--- src/rtl/port_input_monitor_pkg.sv ---
// -----------------------------------------------------------------------------
// port_input_monitor_pkg
//   Shared constants for the port-expander input stage: pin count, debounce
//   length, counter width and the PORT0/PORT1 slice positions inside the
//   16-bit {PORT1,PORT0} pin vector.
// -----------------------------------------------------------------------------
package port_input_monitor_pkg;

  localparam int WIDTH           = 16;
  localparam int DEBOUNCE_CYCLES = 50;   // 1 us at 50 MHz
  localparam int CNT_W           = 7;    // 2**CNT_W must exceed DEBOUNCE_CYCLES

  // Byte lanes of the pin vector as seen by input registers 0 and 1.
  localparam int PORT_W    = 8;
  localparam int PORT0_LSB = 0;
  localparam int PORT1_LSB = 8;

  // Terminal count: the last cycle of a run before the new level is accepted.
  localparam logic [CNT_W-1:0] CNT_LAST = CNT_W'(DEBOUNCE_CYCLES - 1);

endpackage : port_input_monitor_pkg

--- src/rtl/port_input_monitor_pin_debounce.sv ---
// -----------------------------------------------------------------------------
// pin_debounce
//   One pin: 2-flop synchroniser followed by a run-length debouncer. A new
//   synchronised level is accepted once it has differed from the stable value
//   for DEBOUNCE_CYCLES consecutive clocks; any return to the stable level
//   restarts the run.
// Ports
//   clk       system clock
//   RST       asynchronous reset, active-low
//   pin_i     raw, asynchronous pin level
//   stable_o  debounced level (resets to 1, matching the pulled-up pins)
// -----------------------------------------------------------------------------
module pin_debounce
  import port_input_monitor_pkg::*;
(
  input  logic clk,
  input  logic RST,
  input  logic pin_i,
  output logic stable_o
);

  logic             sync1_q;
  logic             sync2_q;
  logic             stable_q;
  logic [CNT_W-1:0] cnt_q;

  // NOTE: sequential state uses non-blocking assignments only, so every flop
  // samples the pre-edge value of its neighbours (the synchroniser depends on
  // this to stay two stages deep).
  always_ff @(posedge clk or negedge RST) begin
    if (!RST) begin
      sync1_q  <= 1'b1;
      sync2_q  <= 1'b1;
      stable_q <= 1'b1;
      cnt_q    <= '0;
    end else begin
      sync1_q <= pin_i;
      sync2_q <= sync1_q;
      if (sync2_q == stable_q) begin
        cnt_q <= '0;
      end else if (cnt_q == CNT_LAST) begin
        // Run complete: accept the level. The counter never passes CNT_LAST,
        // so it cannot wrap.
        stable_q <= sync2_q;
        cnt_q    <= '0;
      end else begin
        cnt_q <= cnt_q + 1'b1;
      end
    end
  end

  assign stable_o = stable_q;

endmodule : pin_debounce

--- src/rtl/port_input_monitor.sv ---
// -----------------------------------------------------------------------------
// port_input_monitor
//   Input side of the I2C port-expander emulation. Debounces the 16 raw pins,
//   presents the stable snapshot for input registers 0/1, remembers what the
//   master last read, and drives the active-low interrupt while any
//   input-configured pin differs from that last-read value.
// Ports
//   clk          system clock
//   RST          asynchronous reset, active-low
//   pin_in       raw pin levels {PORT1,PORT0}
//   cfg_in       pin direction {r7,r6}; 1 = input, 0 = output
//   rd_port0     1-clk strobe: master read input register 0
//   rd_port1     1-clk strobe: master read input register 1
//   port_state   debounced pin levels (value of input registers 0/1)
//   change_flag  per-pin pending change, input pins only (combinational)
//   INT_N        registered interrupt, active-low
// -----------------------------------------------------------------------------
module port_input_monitor
  import port_input_monitor_pkg::*;
(
  input  logic             clk,
  input  logic             RST,
  input  logic [WIDTH-1:0] pin_in,
  input  logic [WIDTH-1:0] cfg_in,
  input  logic             rd_port0,
  input  logic             rd_port1,
  output logic [WIDTH-1:0] port_state,
  output logic [WIDTH-1:0] change_flag,
  output logic             INT_N
);

  logic [WIDTH-1:0] last_read_q;
  logic             int_n_q;

  // Output-configured pins are debounced too, so port_state always reflects
  // the real pin level.
  for (genvar g = 0; g < WIDTH; g++) begin : g_pin
    pin_debounce u_pin_debounce (
      .clk      (clk),
      .RST      (RST),
      .pin_i    (pin_in[g]),
      .stable_o (port_state[g])
    );
  end

  // Unmasking a mismatched pin shows here at once; INT_N follows one clk later.
  assign change_flag = (port_state ^ last_read_q) & cfg_in;

  // NOTE: every register here has an async reset branch; the reset value of
  // last_read equals the reset value of port_state so no interrupt is pending
  // out of reset.
  always_ff @(posedge clk or negedge RST) begin
    if (!RST) begin
      last_read_q <= '1;
      int_n_q     <= 1'b1;
    end else begin
      // Captures the pre-edge port_state; a pin that updates on this same
      // edge therefore stays pending.
      if (rd_port0) last_read_q[PORT0_LSB +: PORT_W] <= port_state[PORT0_LSB +: PORT_W];
      if (rd_port1) last_read_q[PORT1_LSB +: PORT_W] <= port_state[PORT1_LSB +: PORT_W];
      int_n_q <= ~|change_flag;
    end
  end

  assign INT_N = int_n_q;

endmodule : port_input_monitor
--- config.mk ---
export PLATFORM = sky130hd
export DESIGN_NAME = port_input_monitor
export DESIGN_NICKNAME = d
export VERILOG_FILES = /design/src/rtl/port_input_monitor_pkg.sv /design/src/rtl/port_input_monitor_pin_debounce.sv /design/src/rtl/port_input_monitor.sv
export SDC_FILE = /design/constraint.sdc
export NUM_CORES = 1
export LEC_CHECK = 0
export ABC_AREA = 1
export CAP_MARGIN = 20
export CORE_ASPECT_RATIO = 2
export CORE_MARGIN = 4
export CORE_UTILIZATION = 40
export CTS_CLUSTER_DIAMETER = 30
export DETAILED_ROUTE_END_ITERATION = 6
export RECOVER_POWER = 25
export SETUP_SLACK_MARGIN = 0.3
export SYNTH_ARGS = -nofsm -noshare
export SYNTH_HDL_FRONTEND = slang
export SYNTH_SLANG_ARGS = --single-unit
--- constraint.sdc ---
create_clock -name clk -period 3.3 [get_ports clk]
set_input_delay 0.825 -clock clk [delete_from_list [all_inputs] [get_ports clk]]
set_output_delay 0.825 -clock clk [all_outputs]
set_load 0.005 [all_outputs]
* Word level (Yosys, flattened, before mapping)
Cells that the tools add are included.
** Word-level totals
- Register bits after elaboration :: 177
- Input port bits :: 36
- Output and inout port bits :: 33
- Word-level logic and storage cells :: 183
** Operators by class
- $add $sub $neg :: 16
- Eq/ne operators :: 32
- Muxes and demuxes :: 32
- Bitwise operators :: 18
- Reductions and logical operators :: 18
** Operator list (number)
- $mux W7 :: 32
- $add A7 B1 Y7 const B :: 16
- $eq A7 B6 Y1 const B :: 16
- $reduce_and A2 Y1 :: 16
- $and A16 B16 Y16 :: 1
- $eq A1 B1 Y1 :: 16
- $not A1 Y1 :: 16
- $reduce_or A16 Y1 :: 1
- $xor A16 B16 Y16 :: 1
- $logic_not A1 Y1 :: 1

* Logic depth before layout (Yosys ltp)
- Depth in word-level cells :: 4
- Mapped depth :: 7

* Cells and area by module
From an unflattened synthesis, not the netlist that was laid out.
** Second synthesis, totals
- Cell total of the unflattened synthesis :: 943
- Area, all modules :: 8916.1 µm²
** By module, submodules not included
- pin_debounce :: instances 16, cells an instance 49, area each 491.7 µm²
- port_input_monitor :: instances 1, cells an instance 159, area each 1048.5 µm²

* Worst setup path after synthesis
OpenSTA, ideal clock, no wires.
- Kind :: input port to output port
- From :: input cfg_in[0]
- To :: output change_flag[0]
- Arrival time :: 0.961 ns
- Data required time :: 2.475 ns
- Setup slack :: 1.514 ns
- Stages :: 2
- Path buffers :: 0
- Path through :: nand3_1 > inv_1
** Between the ends
- Longest elaborated chain between the ends :: 1
** RTL lines
- start, declared :: RTL line port_input_monitor.sv:24 : input logic [WIDTH-1:0] cfg_in,
- $and A16 B16 Y16 :: RTL line port_input_monitor.sv:47 : assign change_flag = (port_state ^ last_read_q) & cfg_in;
- end, declared :: RTL line port_input_monitor.sv:28 : output logic [WIDTH-1:0] change_flag,
Every way passes these cells.

* Worst setup path in the final report
- From :: input cfg_in[9]
- To :: output change_flag[9]
The elaborated chain is that of the path after synthesis.

==> summary.md <==
| Metric | Value |
|---|---|
| Proportion of layout cells with a drive suffix above 1 | `14.4%` |
| Worst Setup SP | `cfg_in[9]` |
| Area occupied by multi-input gates | `3000 um^2` |
| Antenna violations before repair | `0` |
| Switching power share of the total | `23.2%` |
| Post-route setup slack | `0.503 ns` |
| Final Instance Count excl. Fillers | `1168` |
| Power density cells | `484 nW/um^2` |
| Maximum number of buffers from clock root to sink | `2` |
| Via count of the first global-routing pass | `5633` |
| Count of input and output buffers | `68` |
| Clock latency on the worst-skew pair | `0.43 ns` |
| Reported leakage power | `0.00434 uW` |
| Slowest stage cell, crit path | `sky130_fd_sc_hd__clkdlybuf4s50_1` |
| Combinational cell fraction of total power | `4.8%` |
| H-tree lvl count | `4` |
| F_max | `0.358 GHz` |
| Max-slew violation count | `0` |
| Vert. Die Dim | `208 um` |
| Post-route core utilization | `48.6%` |
| CTS tree | `yes` |
| Number of core rows | `72` |
| DR pass1 iterations | `6` |
| Netlist area before placement | `7960 um^2` |
| Number of antenna diodes | `0` |
| CTS Buf Count | `17` |
| Count of mapped cells out of synthesis | `824` |
| Cell Int Power | `3520 uW` |
| Layout area overhead | `18.9%` |
| Setup bufs post-CTS | `0` |
| WHS Path Cells | `0` |
| Number of maximum-capacitance violations | `0` |
| Kind of launch point of the worst setup path | `primary input` |
| Post-DP HPWL | `9930 um` |
| Type of element capturing the critical path | `output pin` |
| Cell area after layout | `9470 um^2` |
| R2r endpoint | `INT_N` |
| Yosys synthesis warning count | `0` |
| Routability congestion estimate from global placement | `0.739` |
| Worst stage delay on the critical path | `0.49 ns` |
| FF/Latch Area | `4510 um^2` |
| Hold path startpoint | `g_pin[3].u_pin_debounce.sync1_q` |
| DRC violation total after the first TritonRoute iteration | `148` |
| Vias post-DR | `5345` |
| Synthesized Nets | `892` |
| Clock root cell | `sky130_fd_sc_hd__clkbuf_16` |
| Peak supply drop | `0.000379 V` |
| Largest net degree at the start of global routing | `61` |
| Arr. time, crit path | `1.97 ns` |
| Worst slew slack as a fraction of its limit | `3.89%` |
| Hold Path Sink | `g_pin[3].u_pin_debounce.sync2_q` |
| Clk pin slew, worst setup/hold paths | `0.07 ns` |
| Wire length of the first global-routing pass | `24800 um` |
| Sequential power share | `50.6%` |
| Total routed wirelength | `13600 um` |
| CP required | `2.47 ns` |
| Total DRC errors in the routed layout | `0` |
| Shortest period the worst path allows | `2.80 ns` |
| Dpl ws | `0.482 ns` |
| Unique masters post-synth | `22` |
| Number of setup violations in the final report | `0` |
| Sum of negative setup slack | `0 ns` |
| Per-instance average area after synthesis | `9.66 um^2` |
| Sinks on Clock Net | `177` |
| CP cell instances | `clkdlybuf4s50_1 > nand3_1 > inv_1 > clkdlybuf4s50_1` |
| CTS resizes | `0` |
| Layout filler cell count | `1861` |
| Initial standard-cell utilization of the core | `40.9%` |
| I/O pins | `69` |
| CP most frequent cell | `sky130_fd_sc_hd__clkdlybuf4s50_1` |
| Portion of total power attributed to the clock network | `44.6%` |
| Origin of the critical flop-to-flop path | `g_pin[7].u_pin_debounce.stable_o` |
| Share of the clock period used by the worst path after layout | `84.8%` |
| FF-to-FF path depth | `6` |
| WL per Instance | `11.6 um` |
| Instance count after placement with tap cells included | `1136` |
| Die area | `22400 um^2` |
| Global-route total usage across every layer | `13.5%` |
| Number of vias per cell after detailed routing | `4.58` |
| Cell area reported after detailed placement | `8890 um^2` |
| Remaining number of nets flagged by the antenna check after routing | `0` |
| Kind of critical path | `in -> out` |
| Clock skew | `0.0107 ns` |
| Net switching power | `1060 uW` |
| Total of flip-flops plus latches after synthesis | `177` |
| Setup repair after global routing missed its margin | `false` |
| Outcome | `complete, no violations` |
| Reg2reg setup slack | `2.06 ns` |
| Type of the most critical hold path | `reg -> reg` |
| Number of nets in the final layout | `964` |
| Core Region | `19500 um^2` |
| Endpoints failing hold | `0` |
| Slew at the pin closest to its max-slew limit | `1.44 ns` |
| Max FO, Critical Path | `2` |
| Count of hold buffers inserted by post-cts repair | `0` |
| Die Wd | `108 um` |
| Sequential element share of the synthesized area | `56.6%` |
| Residual overflow from global routing | `0` |
[routing by layer]
metal  global-route usage (%)  share of wire (%)
met5                        0                  0
met4                     5.23                1.9
met3                     3.08                3.6
met2                     24.9                 54
met1                     14.7                 41
[power by group through the flow]
stage | Sequential, uW | Clock, uW | Combinational [uW]
floorplan | 2340 | 0 | 117
global placement | 2350 | 0 | 231
detailed placement | 2350 | 0 | 235
CTS | 2320 | 2120 | 237
global route | 2320 | 2210 | 265
finish | 2310 | 2040 | 221
[state kept, by name, indices dropped and copies added, names as in the netlist]
name                           count
INT_N                              1
g_pin.u_pin_debounce.cnt_q       112
g_pin.u_pin_debounce.sync1_q      16
g_pin.u_pin_debounce.stable_o     16
g_pin.u_pin_debounce.sync2_q      16
last_read_q                       16
[critical path: cells and delay by family]
| kind | cells | cell delay (ns) |
|---|---|---|
| AND/OR/NAND/NOR | 1 | 0.12 |
| buffers and inverters | 3 | 1.03 |
[logic make-up (layout without fill, tap and decap cells)]
group | Yosys count | in the layout | synth area share (%)
buf+inv | 99 | 184 | 5.45
mux | 1 | 1 | 0.141
xor+xnor | 63 | 63 | 6.93
flops | 177 | 177 | 56.6
simple gates | 416 | 416 | 23.5
fa+ha+maj | 32 | 32 | 5.03
compound gates | 36 | 36 | 2.26
[placed cells by master, fill, tap and decap left out, types with 16 or more instances in the layout]
cell type,count
sky130_fd_sc_hd__a21oi_1,19
sky130_fd_sc_hd__clkbuf_16,19
sky130_fd_sc_hd__clkdlybuf4s50_1,51
sky130_fd_sc_hd__dfrtp_1,112
sky130_fd_sc_hd__dfstp_2,65
sky130_fd_sc_hd__dlygate4sd3_1,16
sky130_fd_sc_hd__ha_1,32
sky130_fd_sc_hd__inv_1,81
sky130_fd_sc_hd__nand2_1,123
sky130_fd_sc_hd__nand3_1,59
sky130_fd_sc_hd__nor2_1,167
sky130_fd_sc_hd__nor3b_1,24
sky130_fd_sc_hd__o21ai_0,17
sky130_fd_sc_hd__xnor2_1,16
sky130_fd_sc_hd__xor2_1,47
[how the worst max path moves through the flow]
stage,end,slack (ns),cells after the start
after floorplan,change_flag[0],1.51,2
after global placement,change_flag[11],0.50,4
after detailed placement,change_flag[9],0.48,4
after CTS,change_flag[9],0.48,4
after global routing,change_flag[7],0.43,4
final,change_flag[9],0.50,4
[cells in the mapped netlist]
| cell | instances | area, um^2 |
|---|---|---|
| sky130_fd_sc_hd__a21oi_1 | 19 | 95.1 |
| sky130_fd_sc_hd__and3_1 | 5 | 31.3 |
| sky130_fd_sc_hd__buf_2 | 2 | 10.0 |
| sky130_fd_sc_hd__buf_4 | 16 | 120 |
| sky130_fd_sc_hd__dfrtp_1 | 112 | 2800 |
| sky130_fd_sc_hd__dfstp_2 | 65 | 1710 |
| sky130_fd_sc_hd__ha_1 | 32 | 400 |
| sky130_fd_sc_hd__inv_1 | 81 | 304 |
| sky130_fd_sc_hd__mux2_2 | 1 | 11.3 |
| sky130_fd_sc_hd__nand2_1 | 123 | 462 |
| sky130_fd_sc_hd__nand2_2 | 15 | 93.8 |
| sky130_fd_sc_hd__nand3_1 | 56 | 280 |
| sky130_fd_sc_hd__nand3_2 | 9 | 90.1 |
| sky130_fd_sc_hd__nor2_1 | 167 | 627 |
| sky130_fd_sc_hd__nor2_2 | 7 | 43.8 |
| sky130_fd_sc_hd__nor3_1 | 7 | 35.0 |
| sky130_fd_sc_hd__nor3b_1 | 24 | 180 |
| sky130_fd_sc_hd__nor3b_2 | 2 | 25.0 |
| sky130_fd_sc_hd__o21ai_0 | 17 | 85.1 |
| sky130_fd_sc_hd__or2_1 | 1 | 6.26 |
| sky130_fd_sc_hd__xnor2_1 | 16 | 140 |
| sky130_fd_sc_hd__xor2_1 | 47 | 412 |
[final cells by class]
| type | count | area share, % |
|---|---|---|
| Multi-Input combinational cell | 548 | 31.7 |
| Clock inverter | 11 | 1.15 |
| Timing Repair Buffer | 71 | 7.64 |
| Tap cell | 259 | 3.42 |
| Sequential cell | 177 | 47.6 |
| Clock buffer | 21 | 5.21 |
| Inverter | 81 | 3.21 |
[per-stage QoR]
stage | hold slack [ns] | total power, uW
finish | 0.346 | 4580
detailed placement | 0.347 | 2590
global placement | 0.346 | 2580
CTS | 0.352 | 4670
global route | 0.354 | 4800
floorplan | 0.345 | 2460
Power figures use the tool's default switching activity.
